**src/rtl/normalizer_pkg.sv**
```systemverilog
// rtl/normalizer_pkg.sv - shared types and helpers for the bit normalizer
//
// Contents:
//   norm_dir_e  : normalize direction (left = leading zeros, right = trailing zeros)
//   MAX_W       : widest word the bit-reverse helper handles
//   bitrev()    : reverse the low w bits of a MAX_W-bit vector
package normalizer_pkg;

  typedef enum logic {
    DIR_LEFT  = 1'b0,
    DIR_RIGHT = 1'b1
  } norm_dir_e;

  localparam int MAX_W = 64;

  // Reverse the whole MAX_W vector, then slide the reversed low-w field back
  // down to bit 0. Callers zero-extend to MAX_W and truncate the result to w.
  function automatic logic [MAX_W-1:0] bitrev(input logic [MAX_W-1:0] x, input int w);
    logic [MAX_W-1:0] r;
    r = {<<{x}};
    return r >> (MAX_W - w);
  endfunction

endpackage

```
**src/rtl/normalize_stage.sv**
```systemverilog
// rtl/normalize_stage.sv - one log-shifter stage of the normalizer pipeline
//
// Parameters: W word width, K shift size handled here, AW amount width.
// Ports:
//   clk, rst_n           clock, asynchronous active-low reset
//   en                   global advance; all registers hold when low
//   in_valid/in_data/in_amt/in_dir/in_zero       stage inputs
//   out_valid/out_data/out_amt/out_dir/out_zero  registered stage outputs
module normalize_stage #(
  parameter int W  = 8,
  parameter int K  = 4,
  parameter int AW = 3
) (
  input  logic          clk,
  input  logic          rst_n,
  input  logic          en,
  input  logic          in_valid,
  input  logic [W-1:0]  in_data,
  input  logic [AW-1:0] in_amt,
  input  logic          in_dir,
  input  logic          in_zero,
  output logic          out_valid,
  output logic [W-1:0]  out_data,
  output logic [AW-1:0] out_amt,
  output logic          out_dir,
  output logic          out_zero
);

  // Amount bit owned by this stage: K = 2**AB.
  localparam int AB = $clog2(K);

  logic          lead_zero;
  logic [W-1:0]  next_data;
  logic [AW-1:0] next_amt;

  always_comb begin
    lead_zero     = ~|in_data[W-1 -: K];
    next_data     = lead_zero ? (in_data << K) : in_data;
    next_amt      = in_amt;
    next_amt[AB]  = lead_zero;
  end

  always_ff @(posedge clk or negedge rst_n) begin
    if (!rst_n) begin
      out_valid <= 1'b0;
      out_data  <= '0;
      out_amt   <= '0;
      out_dir   <= 1'b0;
      out_zero  <= 1'b0;
    end else if (en) begin
      out_valid <= in_valid;
      out_data  <= next_data;
      out_amt   <= next_amt;
      out_dir   <= in_dir;
      out_zero  <= in_zero;
    end
  end

endmodule

```
**src/rtl/pipelined_bit_normalizer.sv**
```systemverilog
// rtl/pipelined_bit_normalizer.sv - N-stage leading/trailing-zero normalizer
//
// Parameters: N log2 of word width (W = 2**N, N <= 6).
// Ports:
//   clk, rst_n                  clock, asynchronous active-low reset
//   in_valid/in_ready/in_data   input word handshake
//   in_dir                      0 = left-normalize (clz), 1 = right-normalize (ctz)
//   out_valid/out_ready         result handshake
//   out_data                    normalized word
//   out_amt                     zero count / shift amount applied
//   out_zero                    input word was all zeros
module pipelined_bit_normalizer
  import normalizer_pkg::*;
#(
  parameter int  N = 3,
  localparam int W = 2 ** N
) (
  input  logic         clk,
  input  logic         rst_n,
  input  logic         in_valid,
  output logic         in_ready,
  input  logic [W-1:0] in_data,
  input  logic         in_dir,
  output logic         out_valid,
  input  logic         out_ready,
  output logic [W-1:0] out_data,
  output logic [N-1:0] out_amt,
  output logic         out_zero
);

  // Chain index 0 is the combinational entry; index s+1 is the register of stage s.
  logic [W-1:0] c_data  [0:N];
  logic [N-1:0] c_amt   [0:N];
  logic         c_dir   [0:N];
  logic         c_zero  [0:N];
  logic         c_valid [0:N];

  logic advance;

  // Global stall: the last stage is the output register, so the whole pipe
  // moves only when that register is empty or being drained.
  assign advance  = !c_valid[N] || out_ready;
  assign in_ready = advance;

  // Right mode reuses the left-normalizing stages on a bit-reversed word.
  assign c_data[0]  = (norm_dir_e'(in_dir) == DIR_RIGHT)
                      ? W'(bitrev(MAX_W'(in_data), W)) : in_data;
  assign c_amt[0]   = '0;
  assign c_dir[0]   = in_dir;
  assign c_zero[0]  = ~|in_data;
  assign c_valid[0] = in_valid;

  for (genvar s = 0; s < N; s++) begin : g_stage
    normalize_stage #(
      .W  (W),
      .K  (1 << (N - 1 - s)),
      .AW (N)
    ) u_stage (
      .clk       (clk),
      .rst_n     (rst_n),
      .en        (advance),
      .in_valid  (c_valid[s]),
      .in_data   (c_data[s]),
      .in_amt    (c_amt[s]),
      .in_dir    (c_dir[s]),
      .in_zero   (c_zero[s]),
      .out_valid (c_valid[s+1]),
      .out_data  (c_data[s+1]),
      .out_amt   (c_amt[s+1]),
      .out_dir   (c_dir[s+1]),
      .out_zero  (c_zero[s+1])
    );
  end

  // Exit reversal is a pure function of the last stage registers, so the
  // outputs stay stable while stalled.
  assign out_valid = c_valid[N];
  assign out_amt   = c_amt[N];
  assign out_zero  = c_zero[N];
  assign out_data  = (norm_dir_e'(c_dir[N]) == DIR_RIGHT)
                     ? W'(bitrev(MAX_W'(c_data[N]), W)) : c_data[N];

endmodule

```
**config.mk**
```make
export PLATFORM = sky130hd
export DESIGN_NAME = pipelined_bit_normalizer
export DESIGN_NICKNAME = d
export VERILOG_FILES = /design/src/rtl/normalizer_pkg.sv /design/src/rtl/normalize_stage.sv /design/src/rtl/pipelined_bit_normalizer.sv
export SDC_FILE = /design/constraint.sdc
export NUM_CORES = 1
export LEC_CHECK = 0
export ABC_AREA = 1
export BUFFER_PORTS_ARGS = -buffer_cell sky130_fd_sc_hd__buf_4
export CAP_MARGIN = 20
export CORE_MARGIN = 2
export CORE_UTILIZATION = 43
export CTS_BUF_LIST = sky130_fd_sc_hd__clkbuf_2
export CTS_CLUSTER_DIAMETER = 100
export DETAILED_ROUTE_END_ITERATION = 16
export GPL_TIMING_DRIVEN = 0
export PLACE_DENSITY = 0.61
export REMOVE_ABC_BUFFERS = 1
export SYNTH_ARGS = -nofsm -noshare
export SYNTH_HDL_FRONTEND = slang
export SYNTH_HIERARCHICAL = 1
export SYNTH_SLANG_ARGS = --single-unit
```
**constraint.sdc**
```tcl
create_clock -name clk -period 1.09 [get_ports clk]
set_clock_uncertainty 0.05 [all_clocks]
set_input_delay 0.0545 -clock clk [delete_from_list [all_inputs] [get_ports clk]]
set_output_delay 0.0545 -clock clk [all_outputs]
set_load 0.02 [all_outputs]
```
==> results.yml, run 1 <==
power:
  irDropWorstVdd_mv: 0.777
  p_int_mw: 3.74
  comb_power_share: 0.549
  p_per_area_mw_per_mm2: 2400
  seq_power_share: 0.365
  pwr-share-clk: 0.086
  switching_power_mw: 3.03
  netSwitchingFraction: 0.448
  p_leak_nw: 1.50
floorplan:
  die-area_mm2: 0.00522
  core_mm2: 0.00441
  die_x_um: 72.3
  die-height_um: 72.3
  start_util: 0.454
  io_pins: 27
  core.rowCount: 24
hold_path:
  hp-class: "in2reg"
  hp-start: "in_data[6]"
synthesis:
  netlist_area_mm2: 0.00200
  synth_cells: 273
  yosys_warnings: 6
  syn_avg_cell_area_um2: 7.34
placed_design:
  port_buffers: 26
  gp_congestion: 0.727
  dp_hpwl_mm: 2.44
  dp_cells: 342
  dpl-instance-area_mm2: 0.00216
timing:
  relSlewSlack: 0.655
  min_period_ps: 1370
  worst_slew_pin_slew_ps: 517
  clock.fmax_ghz: 0.728
  setup_viol: 41
  rsz0062_at_grt: "yes"
  drv_slew: 0
  finalCritPeriodShare: 1.26
  tns_ps: -3540
  setup_ws_ps: -284
  timing_hold_violations_final: 0
drt:
  antenna_left: 0
  drt-pass1-iter-count: 4
  drt-total-wl_mm: 4.75
  top_layer_used: "met4"
  wl_per_cell_um: 12.5
  drc: 0
  drt_iter0_markers: 88
  via_per_inst: 4.88
  wl_met1_mm: 1.92
  wl_met3_um: 185
  met2WireLength_mm: 2.57
  num_vias: 1861
cells_and_area:
  instances_no_fill: 381
  nets: 343
  antennaDiodeCount: 0
  multi_input_area_mm2: 0.00106
  layout-drive-gt1-share: 0.350
  regArea_um2: 982
  syn2layout_area_growth_pct: 40.8
  finalCoreUtilization: 0.639
  final_area_mm2: 0.00282
  fillerInstances: 392
global_route:
  grt_max_degree: 40
  antenna_found_initial: 0
  first_global_vias: 1614
  grt_overflow: 0
  track_usage: 0.179
  grt_pass1_wl_mm: 7.18
clocking:
  cts_buffers: 5
  cts_tree: "built"
  cts.sinks: 39
  clk-insertion-delay-late_ps: 370
  cts_max_path_buffers: 2
  cts.reportedPaths.clkPinSlew_ps: 180
  h-tree-depth: 2
  cts_root_buf: "clkbuf_2"
setup_path:
  cp-end-kind: "output port"
  timing.rr.start: "g_stage[2].u_stage/out_valid"
  cp_max_fo: 9
  required_ps: 990
  startpoint: "g_stage[2].u_stage/out_dir"
  rrSetupSlack_ps: -90
  start_kind: "flip-flop"
  cp.arrival_ps: 1270
  critPathKind: "reg2out"
status:
  violations: "setup timing"
  status: "finished with violations"
flow_run:
  maxCapViolCount: 0
-- cells in the final DEF, fill, tap and decap left out, drive strengths merged --
cell and n:
inv 35, a31oi 1, clkbuf 6, dfrtp 39
nor2 17, nand2 134, clkinv 2, dlygate4sd3 11
clkinvlp 1, o21ai 18, buf 41, nand3 16
a21oi 8
-- stage by stage --
step                      total power, mW  hold slack [ps]  setup WS [ps]
after floorplan                      3.97             -291           -954
after global placement               4.78             3.19          -1230
after detailed placement             4.82            0.735           -648
after CTS                            5.95             20.4           -300
after global routing                 7.30             46.0           -373
final                                6.78             46.4           -284
-- what timing repair did --
action	CTS	global route
hold buffers	11	0
endpoints found under the hold margin	42	0
resized for setup	24	77
setup endpoints to repair	49	51
gates cloned	3	4
buffers inserted	5	10
pin swaps	11	18
-- final cells by class --
class | instances | share of cell area
multi-input cells | 194 | 0.377
inverters | 36 | 0.0590
flip-flops and latches | 39 | 0.348
well taps | 52 | 0.0231
clock buffers | 6 | 0.0106
repair inverters | 2 | 0.00798
repair buffers | 52 | 0.174
-- worst paths after layout --
path	end	cells past startpoint
worst max-delay path	out_data[5]	4
min in group asynchronous	g_stage[1].u_stage/out_amt[1]	2
worst min register to register	g_stage[2].u_stage/out_data[7]	2
max in group asynchronous	g_stage[0].u_stage/out_data[7]	2
worst max register to register	g_stage[0].u_stage/out_data[6]	7
worst min-delay path	g_stage[0].u_stage/out_data[1]	7
-- power groups by stage --
stage          clock, mW  sequential [mW]  combinational, mW
5_1_grt            0.678             2.56               4.07
3_3_place_gp           0             2.41               2.36
3_5_place_dp           0             2.44               2.39
2_1_floorplan          0             2.41               1.56
6_report           0.580             2.47               3.72
4_1_cts            0.610             2.39               2.96
-- flip-flops by register name, summed over array words and instances (netlist names) --
signal and cells:
g_stage.u_stage/out_data 24, g_stage.u_stage/out_dir 3, g_stage.u_stage/out_amt 6, g_stage.u_stage/out_zero 3, g_stage.u_stage/out_valid 3
-- critical path, stage by stage, from the launching register on --
cell,delay [ps]
dfrtp_2,450
buf_6,140
nor2_2,100
a21oi_1,40
buf_4,150
-- per-layer routing --
metal,vias to the layer above,track usage
li1,953,-
met1,863,0.208
met2,38,0.325
met3,7,0.0333
met4,0,0.0692
met5,-,0
Power figures use the tool's default switching activity.
==> run 2, diff against run 1 <==
CELL_PAD_IN_SITES_DETAIL_PLACEMENT = 1   (was unset)
CELL_PAD_IN_SITES_GLOBAL_PLACEMENT = 2   (was unset)
CORE_UTILIZATION = 31   (was 43)
PLACE_DENSITY = 0.74   (was 0.61)
==> run 2 against run 1 <==
The flow still finishes with violations (setup timing). Register-to-register slack got worse by 80 ps. Non-clock buffer count rose by 4. Global-route usage fell by 2.8 points. Worst setup slack got worse by 66 ps. Final area rose by 11%. Critical endpoint is now out_data[4]. Largest cell class unchanged.
==> results.yml, run 2 (synthesized netlist as in run 1, its figures left out) <==
flow_run:
  maxCapViolCount: 0
cells_and_area:
  largest_reg_flops: 24
  syn2layout_area_growth_pct: 56.6
  largest_register: "g_stage.u_stage/out_data"
  final_common_cell: "nand2_1"
  finalCoreUtilization: 0.497
  instances_no_fill: 414
  layout-drive-gt1-share: 0.451
  fillerInstances: 756
  nets: 349
  antennaDiodeCount: 0
  most-common-layout-cells: "nand2_1 (87), dfrtp_1 (34), nand2_2 (32), inv_1 (30), buf_4 (22)"
  final_area_mm2: 0.00314
  reg.largest.list: "g_stage.u_stage/out_data (24), g_stage.u_stage/out_amt (6)"
clocking:
  h-tree-depth: 2
  cts_max_path_buffers: 2
  cts_buffers: 5
  cts_root_buf: "clkbuf_2"
  cts.reportedPaths.clkPinSlew_ps: 200
  clk-insertion-delay-late_ps: 410
  cts_tree: "built"
  cts.sinks: 39
drt:
  drc: 0
  drt-total-wl_mm: 5.85
  drt_iter0_markers: 73
  via_per_inst: 4.62
  num_vias: 1911
  drt-pass1-iter-count: 4
  wl_per_cell_um: 14.1
  antenna_left: 0
timing:
  min_period_ps: 1440
  timing_hold_violations_final: 0
  worst_slew_pin_slew_ps: 654
  drv_slew: 0
  setup_ws_ps: -351
  relSlewSlack: 0.563
  setup_viol: 49
  tns_ps: -6420
  clock.fmax_ghz: 0.694
  rsz0062_at_grt: "yes"
  finalCritPeriodShare: 1.32
global_route:
  grt_pass1_wl_mm: 8.69
  grt_max_degree: 40
  track_usage: 0.151
  grt_overflow: 0
  antenna_found_initial: 0
  first_global_vias: 1856
floorplan:
  die-area_mm2: 0.00713
  io_pins: 27
  start_util: 0.317
  core.rowCount: 29
  die-height_um: 84.4
  core_mm2: 0.00631
  die_x_um: 84.4
setup_path:
  crit_end: "out_data[4]"
  worstRegToRegCells: 7
  cp-end-kind: "output port"
  startpoint: "g_stage[2].u_stage/out_dir"
  rrSetupSlack_ps: -170
  timing.rr.end: "g_stage[0].u_stage/out_data[0]"
  required_ps: 990
  cp.arrival_ps: 1340
  start_kind: "flip-flop"
  critPathKind: "reg2out"
  cp_max_fo: 5
  timing.rr.start: "g_stage[2].u_stage/out_valid"
power:
  p_per_area_mw_per_mm2: 2510
  pwr-share-clk: 0.085
  comb_power_share: 0.584
  seq_power_share: 0.331
  netSwitchingFraction: 0.463
  irDropWorstVdd_mv: 1.60
  p_leak_nw: 1.62
  switching_power_mw: 3.65
  p_int_mw: 4.24
placed_design:
  dp_hpwl_mm: 2.97
  dp_cells: 367
  dpl-instance-area_mm2: 0.00220
  preCtsSetupSlack_ps: -746
  port_buffers: 26
  gp_congestion: 0.724
status:
  violations: "setup timing"
  status: "finished with violations"
hold_path:
  hold_depth: 7
  hp-class: "in2reg"
-- run 2: changes by cell type in the layout (fill, tap and decap cells not counted), moves of 5 or more --
cell,before,now
nand2_1,97,87
nand2_2,25,32
nor2_4,1,7
buf_6,13,18
nand3_1,10,5
nor2_1,13,8
-- run 2: routing by layer --
metal,vias to the layer above,GRT usage,routed length [um],share of wire
met1,909,0.186,2360,0.40
met5,-,0,0,0
met2,25,0.268,3280,0.56
met3,6,0.0265,126,0.022
li1,971,-,-,-
met4,0,0.0476,78,0.013
-- run 2: what timing repair did --
item / 4_1_cts / 5_1_grt
cloned: 4 / 6
setup buffers: 5 / 13
endpoints found under the hold margin: 42 / 0
pin swaps: 4 / 37
setup endpoints to repair: 53 / 53
resized for setup: 27 / 135
hold buffers: 11 / 0
-- run 2: worst min path at each step --
| stage | start | to | slack [ps] |
|---|---|---|---|
| final | in_data[4] | g_stage[0].u_stage/out_data[3] | 30 |
| after floorplan | rst_n | g_stage[0].u_stage/out_amt[2] | -290 |
| after global routing | in_data[5] | g_stage[0].u_stage/out_data[6] | 50 |
| after global placement | rst_n | g_stage[0].u_stage/out_zero | 10 |
| after detailed placement | rst_n | g_stage[0].u_stage/out_zero | 10 |
| after CTS | in_data[4] | g_stage[0].u_stage/out_data[3] | 20 |
-- run 2: worst max-delay path: stages, from the launching register on --
cell     delay [ps]
dfrtp_2         500
buf_8           160
nor2_4           80
a21oi_2          30
buf_4           150
-- run 2: cell type report --
cell class                      count  area (um2)  share of cell area
Multi-Input combinational cell    196        1260               0.401
Sequential cell                    39         982               0.313
Timing Repair Buffer               56         563               0.179
Inverter                           36         176              0.0562
Tap cell                           77        96.3              0.0307
Clock buffer                        7        35.0              0.0112
Timing Repair inverter              2        22.5             0.00717
Clock inverter                      1        5.00             0.00159
-- run 2: power by group through the flow --
stage / Clock [mW] / Sequential [mW] / Combinational (mW)
CTS: 0.681 / 2.41 / 3.08
floorplan: 0 / 2.41 / 1.56
global route: 0.751 / 2.70 / 5.04
global placement: 0 / 2.43 / 2.42
finish: 0.669 / 2.61 / 4.61
detailed placement: 0 / 2.46 / 2.45
-- run 2: through the flow --
| stage | hold WS [ps] | total power, mW |
|---|---|---|
| 2_1_floorplan | -291 | 3.97 |
| 3_3_place_gp | 12.3 | 4.85 |
| 3_5_place_dp | 13.1 | 4.91 |
| 4_1_cts | 18.6 | 6.17 |
| 5_1_grt | 53.6 | 8.50 |
| 6_report | 31.4 | 7.89 |
==> run 3, diff against run 2 <==
MAX_ROUTING_LAYER = met4   (was unset)
SETUP_SLACK_MARGIN = 0.05   (was unset)
==> run 3 against run 2 <==
The flow still finishes with violations (setup timing). Final area rose by 1.3%. Register-to-register slack is essentially flat. Global-route usage is 2.2 points higher. Power increased by 0.83%. First-iteration DRC count fell by 2.7%. Via count rose by 1.8%. Clock-buffer cell count unchanged. Clock power down 2%. Critical endpoint unchanged. Largest cell class unchanged. Largest power group unchanged.
==> results.yml, run 3 (synthesized netlist as in run 1, its figures left out) <==
placed_design:
  dp_hpwl_mm: 2.97
  dp_cells: 367
  port_buffers: 26
  gp_congestion: 0.733
  dpl-instance-area_mm2: 0.00220
cells_and_area:
  final_common_cell: "nand2_1"
  layout-drive-gt1-share: 0.494
  nets: 348
  final_area_mm2: 0.00318
  most-common-layout-cells: "nand2_1 (64), nand2_2 (47), dfrtp_1 (35), inv_1 (29), buf_4 (24)"
  fillerInstances: 760
  antennaDiodeCount: 0
  reg.largest.list: "g_stage.u_stage/out_data (24), g_stage.u_stage/out_amt (6)"
  syn2layout_area_growth_pct: 58.6
  largest_register: "g_stage.u_stage/out_data"
  instances_no_fill: 413
  largest_reg_flops: 24
hold_path:
  hold_depth: 7
  hp-class: "in2reg"
clocking:
  cts.reportedPaths.clkPinSlew_ps: 210
  cts_root_buf: "clkbuf_2"
  clk-insertion-delay-late_ps: 410
  h-tree-depth: 2
  cts.sinks: 39
  cts_max_path_buffers: 2
  cts_tree: "built"
  cts_buffers: 5
global_route:
  first_global_vias: 1983
  grt_overflow: 0
  grt_pass1_wl_mm: 9.56
  antenna_found_initial: 0
  grt_max_degree: 40
  track_usage: 0.173
timing:
  clock.fmax_ghz: 0.693
  finalCritPeriodShare: 1.32
  tns_ps: -7830
  setup_ws_ps: -353
  timing_hold_violations_final: 0
  min_period_ps: 1440
  rsz0062_at_grt: "yes"
  drv_slew: 0
  worst_slew_pin_slew_ps: 1010
  setup_viol: 48
  whs_ps: 31.5
  relSlewSlack: 0.324
floorplan:
  core_mm2: 0.00631
  core.rowCount: 29
  io_pins: 27
  die-area_mm2: 0.00713
  die_x_um: 84.4
  die-height_um: 84.4
  start_util: 0.317
flow_run:
  maxCapViolCount: 0
setup_path:
  required_ps: 990
  worstRegToRegCells: 6
  cp.arrival_ps: 1340
  cp-end-kind: "output port"
  cp_max_fo: 5
  start_kind: "flip-flop"
  critPathKind: "reg2out"
drt:
  drt-total-wl_mm: 5.95
  drt-pass1-iter-count: 4
  drc: 0
  via_per_inst: 4.71
  antenna_left: 0
  wl_per_cell_um: 14.4
  drt_iter0_markers: 71
  num_vias: 1945
status:
  violations: "setup timing"
  status: "finished with violations"
power:
  p_leak_nw: 1.66
  p_per_area_mw_per_mm2: 2500
  irDropWorstVdd_mv: 1.51
run 3: power by group:
part / leakage (nW) / internal [mW] / switching, mW
clock network: 0.0330 / 0.175 / 0.483
registers: 0.471 / 1.99 / 0.617
logic: 1.16 / 2.12 / 2.57
run 3: worst max-delay path, cell delays in order (launching register included):
cell     delay (ps)
dfrtp_2         500
buf_8           160
nor2_4           80
a21oi_2          30
buf_4           150
run 3: repair_timing:
| item | CTS | global route |
|---|---|---|
| gates cloned | 6 | 3 |
| gates resized for setup | 96 | 89 |
| hold buffers | 11 | 0 |
| endpoints found under the setup margin | 53 | 53 |
| buffers inserted | 11 | 9 |
| pin swaps | 22 | 29 |
| hold endpoints to repair | 42 | 0 |
run 3: metal layers:
metal	GRT usage	vias up	share of wire
li1	-	963	-
met1	0.198	947	0.39
met2	0.312	28	0.57
met3	0.0265	7	0.023
met4	0.0491	0	0.015
met5	-	-	0
run 3: worst paths after layout:
kind / startpoint / to / slack (ps)
min: in_data[6] / g_stage[0].u_stage/out_data[5] / 30
max in group asynchronous: rst_n / g_stage[1].u_stage/out_data[7] / 530
min in group asynchronous: rst_n / g_stage[0].u_stage/out_zero / 60
max: g_stage[2].u_stage/out_dir / out_data[4] / -350
min reg2reg: g_stage[1].u_stage/out_data[4] / g_stage[1].u_stage/out_data[4] / 450
max reg2reg: g_stage[2].u_stage/out_valid / g_stage[2].u_stage/out_data[5] / -180
run 3: stage by stage:
stage	setup WS (ps)	utilization	total power, mW
after floorplan	-954	-	3.97
after global placement	-1360	0.347	4.85
after detailed placement	-746	0.348	4.91
after CTS	-328	0.441	6.73
after global routing	-457	0.504	8.55
final	-353	0.504	7.96
run 3: layout make-up:
type	instances	area, um2	area share
flip-flops and latches	39	981	0.309
clock inverters	1	5.00	0.00157
clock buffers	7	35.0	0.0110
repair buffers	57	584	0.184
multi-input cells	194	1270	0.398
well taps	77	96.3	0.0303
repair inverters	2	31.3	0.00984
inverters	36	180	0.0567
